[src/rtl/cnn_pkg.sv]
// Shared definitions for the CNN datapath stages: default word width and the
// signed compare / clamp helpers used by convolution and pooling layers.
package cnn_pkg;

    localparam int DEF_DATA_W = 32;

    // Helpers work on a wide signed word; callers sign-extend into it and
    // truncate back, so one pair of functions serves any DATA_W up to 64.
    localparam int CALC_W = 64;

    typedef logic signed [CALC_W-1:0] calc_t;

    function automatic calc_t smax(input calc_t a, input calc_t b);
        return (a > b) ? a : b;
    endfunction

    function automatic calc_t relu(input calc_t x);
        return x[CALC_W-1] ? '0 : x;
    endfunction

endpackage

[src/rtl/pool_line_buf.sv]
// Partial-max line buffer for 2x2 pooling: one word per output column,
// synchronous write, asynchronous read on a shared address.
module pool_line_buf #(
    parameter int DATA_W = 32,
    parameter int DEPTH  = 4,
    parameter int AW     = 2
) (
    input  logic              clk,
    input  logic              we,
    input  logic [AW-1:0]     addr,
    input  logic [DATA_W-1:0] wdata,
    output logic [DATA_W-1:0] rdata
);

    logic [DATA_W-1:0] mem [DEPTH];

    always_ff @(posedge clk) begin
        if (we) begin
            mem[addr] <= wdata;
        end
    end

    assign rdata = mem[addr];

endmodule

[src/rtl/conv_maxpool2d.sv]
// 2x2 stride-2 max pooling with optional ReLU on a row-major pixel stream,
// using a half-width line buffer of horizontal pair maxima.
module conv_maxpool2d
    import cnn_pkg::*;
#(
    parameter int DATA_W = DEF_DATA_W,
    parameter int IMG_W  = 8,
    parameter int IMG_H  = 8,
    parameter int RELU   = 1
) (
    input  logic              clk,
    input  logic              rst,
    input  logic              en,
    input  logic [DATA_W-1:0] in_data,
    input  logic              in_valid,
    output logic              in_ready,
    output logic [DATA_W-1:0] out_data,
    output logic              out_valid,
    input  logic              out_ready,
    output logic              out_last
);

    localparam int CW    = (IMG_W > 1) ? $clog2(IMG_W) : 1;
    localparam int RW    = (IMG_H > 1) ? $clog2(IMG_H) : 1;
    localparam int DEPTH = IMG_W / 2;
    localparam int AW    = (DEPTH > 1) ? $clog2(DEPTH) : 1;

    logic [CW-1:0]     col;
    logic [RW-1:0]     row;
    logic [DATA_W-1:0] hmax;
    logic [DATA_W-1:0] lb_rdata;
    logic [AW-1:0]     lb_addr;
    logic              lb_we;
    logic              xfer;
    logic              col_last;
    logic              row_last;

    calc_t v;
    calc_t hmax_x;
    calc_t lb_x;
    calc_t pair;
    calc_t pooled;

    assign in_ready = en && (!out_valid || out_ready);
    assign xfer     = in_valid && in_ready;
    assign col_last = (col == CW'(IMG_W - 1));
    assign row_last = (row == RW'(IMG_H - 1));
    assign lb_addr  = AW'(col >> 1);

    always_comb begin
        v = CALC_W'(signed'(in_data));
        if (RELU != 0) begin
            v = relu(v);
        end
        hmax_x = CALC_W'(signed'(hmax));
        lb_x   = CALC_W'(signed'(lb_rdata));
        pair   = smax(hmax_x, v);
        pooled = smax(lb_x, pair);
    end

    // Top row of each window parks its pair max; the bottom row consumes it.
    assign lb_we = xfer && col[0] && !row[0];

    pool_line_buf #(
        .DATA_W (DATA_W),
        .DEPTH  (DEPTH),
        .AW     (AW)
    ) u_line_buf (
        .clk    (clk),
        .we     (lb_we),
        .addr   (lb_addr),
        .wdata  (DATA_W'(pair)),
        .rdata  (lb_rdata)
    );

    always_ff @(posedge clk) begin
        if (!rst) begin
            col       <= '0;
            row       <= '0;
            hmax      <= '0;
            out_data  <= '0;
            out_valid <= 1'b0;
            out_last  <= 1'b0;
        end else begin
            if (out_valid && out_ready) begin
                out_valid <= 1'b0;
            end
            if (xfer) begin
                col <= col_last ? '0 : col + CW'(1);
                if (col_last) begin
                    row <= row_last ? '0 : row + RW'(1);
                end
                if (!col[0]) begin
                    hmax <= DATA_W'(v);
                end else if (row[0]) begin
                    // Loading here overrides the clear above when both happen.
                    out_data  <= DATA_W'(pooled);
                    out_valid <= 1'b1;
                    out_last  <= col_last && row_last;
                end
            end
        end
    end

endmodule

[config.mk]
export PLATFORM = sky130hd
export DESIGN_NAME = conv_maxpool2d
export DESIGN_NICKNAME = d
export VERILOG_FILES = /design/src/rtl/cnn_pkg.sv /design/src/rtl/pool_line_buf.sv /design/src/rtl/conv_maxpool2d.sv
export SDC_FILE = /design/constraint.sdc
export NUM_CORES = 1
export LEC_CHECK = 0
export ABC_CLOCK_PERIOD_IN_PS = 6200
export CAP_MARGIN = 10
export CORE_MARGIN = 2
export CORE_UTILIZATION = 60
export DETAILED_ROUTE_END_ITERATION = 8
export PLACE_DENSITY = 0.78
export SLEW_MARGIN = 20
export SYNTH_ARGS = -nofsm -noshare
export SYNTH_HDL_FRONTEND = slang
export SYNTH_HIERARCHICAL = 1
export SYNTH_SLANG_ARGS = --single-unit
export TNS_END_PERCENT = 5
[constraint.sdc]
create_clock -name clk -period 6.2 [get_ports clk]
set_clock_uncertainty 0.05 [all_clocks]
set_input_delay 0.62 -clock clk [delete_from_list [all_inputs] [get_ports clk]]
set_output_delay 0.62 -clock clk [all_outputs]
set_load 0.02 [all_outputs]
==> key figures <==
Place
  • Routability Congestion: roughly 0.84
  • Cell Area, Placed: 0.0115 sq mm
  • HPWL Detailed: about 17000 um
  • Placed cells: roughly 1200
  • Port Buffers: approximately 70

Routing
  • Met1 WL: roughly 11000 um
  • Post-Route WL: between 20000 and 25000 um
  • DRC: 0
  • Wire per inst: between 15 and 20 um
  • Drt via density: ~6
  • Starting DRT DRC Count: around 840
  • Top sig layer: met4
  • DR vias: a little under 8000
  • Met3 WL: between 1500 and 2000 um
  • Routed Antenna Nets: 0
  • First-pass iteration count of the detailed router: 5
  • WL met2: about 11000 um

STA
  • Post-route clock period utilization: 88.8%
  • TNS Setup: 0 ns
  • Max_slew headroom: between 30 and 40%
  • Max frequency: approximately 180 MHz
  • Slew @ Worst Pin: slightly above 1 ns
  • Final setup viols: 0
  • Max-slew violation count: 0
  • Min Tclk post-route: about 5.5 ns
  • RSZ-0062 raised after global routing: no
  • Endpoints failing hold: 0

Pwr
  • Part of the power in the clock network: 39.1%
  • Post-layout total power: between 2 and 3 mW
  • Sequential power share: between 50% and 60%
  • Switching Fraction: around a quarter
  • Leak: ~4.5 nW
  • Worst vdd rail ir drop: ~0.22 mV
  • Internal power: about 2.1 mW
  • Combinational Power Share: slightly above 10%
  • Switch Pwr: slightly above 0.7 mW
  • PwrDens: ~230 mW/mm^2

Synthesis
  • Flops & latches, synth: between 150 and 200
  • Post-synthesis sequential area ratio: slightly below 50%
  • Async S/R FF share, synth: 0%
  • Dominant synthesized flop cell: edfxtp_1
  • Synthesized area: around 0.011 sq mm
  • Post-synth EDFFs: ~130
  • Synth top area share: 36.0%
  • Netlist cell types: between 50 and 60
  • Syn Area/Cell: roughly 11 sq um
  • Most common cell in the netlist: edfxtp_1
  • Post-synth top cells: edfxtp_1 (128), nand2_1 (86), and2_1 (81)
  • Synth Warn #: 6
  • Synth Instances: between 900 and 1000
  • Post-synth top area cell: edfxtp_1
  • Synth area leaders: edfxtp_1 (36%), dfxtp_1 (13%), ha_1 (7.7%), mux4_2 (5.9%), and2_1 (4.7%)

Worst setup path
  • CP max-delay cell: or4_4
  • Crit path DAT: between 5 and 6 ns
  • Crit Path Max Fanout: 31
  • Worst EP required: 6.44 ns
  • Critical Path Max Stage Delay: 0.58 ns
  • Stages on worst setup path: 19
  • CP Capture Type: flip-flop
  • Buf/Inv on CP: 3
  • Largest delay share family, worst path: simple AND/OR/NAND/NOR gates
  • Crit path cell chain: clkdlybuf4s50_1 > buf_4 > nand2b_1 > ha_1 > nand4_2 > nor4_4 > nor2b_1 > o21a_1 > a221oi_1 > and2_1 > ha_1 > nand4_1 > or4_4 > nor4b_2 > nor2_1 > o21ai_4 > buf_4 > and3_1 > o31ai_2
  • CP Launch Type: primary input
  • R2r startpoint: hmax[26]
  • Critical path origin: in_data[31]
  • R2R Setup Slk: around 1.4 ns
  • CP Class: in2reg
  • Reg2reg path depth: 16

Floorplan
  • Starting density of the core: 61.5%
  • I/O pin total: 72
  • Die area: roughly 0.019 sq mm
  • Chip width: approximately 140 um
  • Core area: 0.0174 sq mm
  • Die height: about 140 um
  • Rows: 48

Clock network
  • Post-CTS Setup Inserts: 0
  • Hold buffer count at cts: 0
  • PostCTS Resize Cnt: 0
  • Sink Count: slightly below 200
  • Clock root cell: clkbuf_16
  • Htree depth: 4
  • Clk pin slew, worst setup/hold paths: 0.08 ns
  • Total CTS buffers: 17
  • CTS tree: built
  • Skew-Pair Late Insertion Delay: between 0.4 and 0.5 ns
  • Clock buffer depth: 2

Run status
  • Outcome: complete, no violations

Layout
  • Sequential cell area: 0.00527 sq mm
  • Post-route cell area: between 0.01 and 0.015 sq mm
  • Ant diodes: 0
  • Final Util: between 60% and 70%
  • Nets: around 1100
  • Filler cell count: about 1300
  • Share of layout cells above drive strength 1: roughly 12%
  • Area grow syn2layout: 13.5%
  • Multi-input gate area in the final layout: ~0.0050 sq mm
  • Final cell count without fillers: approximately 1300

Hold path
  • Worst Hold Class: reg2reg
  • Hold Path Origin: out_last
  • Hold depth: 2

Global route
  • Overflow after GRT: 0
  • Tot GR Track Use: between 20 and 30%
  • Number of global-route vias before repair: 7203
  • Largest net degree at the start of global routing: 73
  • Global-route wire length before repair: 39600 um
  • Initial antenna violation count: 0

Job
  • Max-cap viol count: 0
==> per-layer routing <==
layer | global-route usage (%) | vias to the layer above
met1 | 42.4 | 3679
met4 | 7.50 | 0
met5 | 0 | -
li1 | - | 3653
met3 | 4.42 | 32
met2 | 41.6 | 317
==> through the flow <==
step                setup WS, ns  hold slack (ns)
floorplan                   1.47            0.397
global placement           0.447            0.401
detailed placement         0.296            0.415
CTS                        0.740            0.427
global route               0.332            0.451
finish                     0.693            0.422
==> power by group through the flow <==
stage / clock network [mW] / logic (mW) / registers, mW
5_1_grt: 1.16 / 0.325 / 1.44
2_1_floorplan: 0 / 0.207 / 1.46
6_report: 1.11 / 0.289 / 1.43
3_3_place_gp: 0 / 0.275 / 1.46
3_5_place_dp: 0 / 0.283 / 1.47
4_1_cts: 1.12 / 0.286 / 1.43
==> logic make-up after synthesis <==
logic type / count (synthesis) / synth area share, %
AOI/OAI and AO/OA: 152 / 11.1
buffers and inverters: 97 / 4.41
DFF: 199 / 49.3
and+or+nand+nor: 415 / 20.5
other: 1 / 0.0351
adders and majority gates: 66 / 7.74
muxes: 32 / 6.89
==> worst reg2reg max path, cell delays in order, from the launching register on <==
cell and delay, ns:
dfxtp_1 0.34, ha_1 0.32, nand4_1 0.22, nor4_4 0.41, nor2b_1 0.18, o21a_1 0.51
a221oi_1 0.25, and2_1 0.23, ha_1 0.30, nand4_1 0.20, or4_4 0.58, nor4b_2 0.30
nor2_1 0.10, o21ai_4 0.09, buf_4 0.25, and3_1 0.23, o31ai_2 0.08
==> area by class of cell <==
class	instances	share of cell area [%]
clock buffers	18	3.54
clock inverters	14	1.31
inverters	36	1.12
repair buffers	90	7.21
multi-input cells	669	41.0
flip-flops and latches	199	43.5
well taps	225	2.32
==> final timing paths <==
check	end
max reg2reg	out_data[0]
min reg2reg	out_last
max	out_data[0]
min	out_last
==> cells in the final DEF (no fill, tap or decap), drive strengths merged, types with 34 or more instances in the layout <==
| cell | instances |
|---|---|
| clkdlybuf4s50 | 70 |
| edfxtp | 128 |
| nand2 | 86 |
| and2 | 88 |
| dfxtp | 71 |
| o21ai | 42 |
| and3 | 35 |
| nor2 | 71 |
| ha | 66 |
| inv | 44 |
| nand2b | 34 |
| nand3 | 39 |
==> sequential cells by signal, summed over array words and instances, names as in the netlist <==
register        count
u_line_buf/mem    128
out_data           32
hmax               31
col                 3
row                 3
out_last            1
out_valid           1
Power figures use the tool's default switching activity.
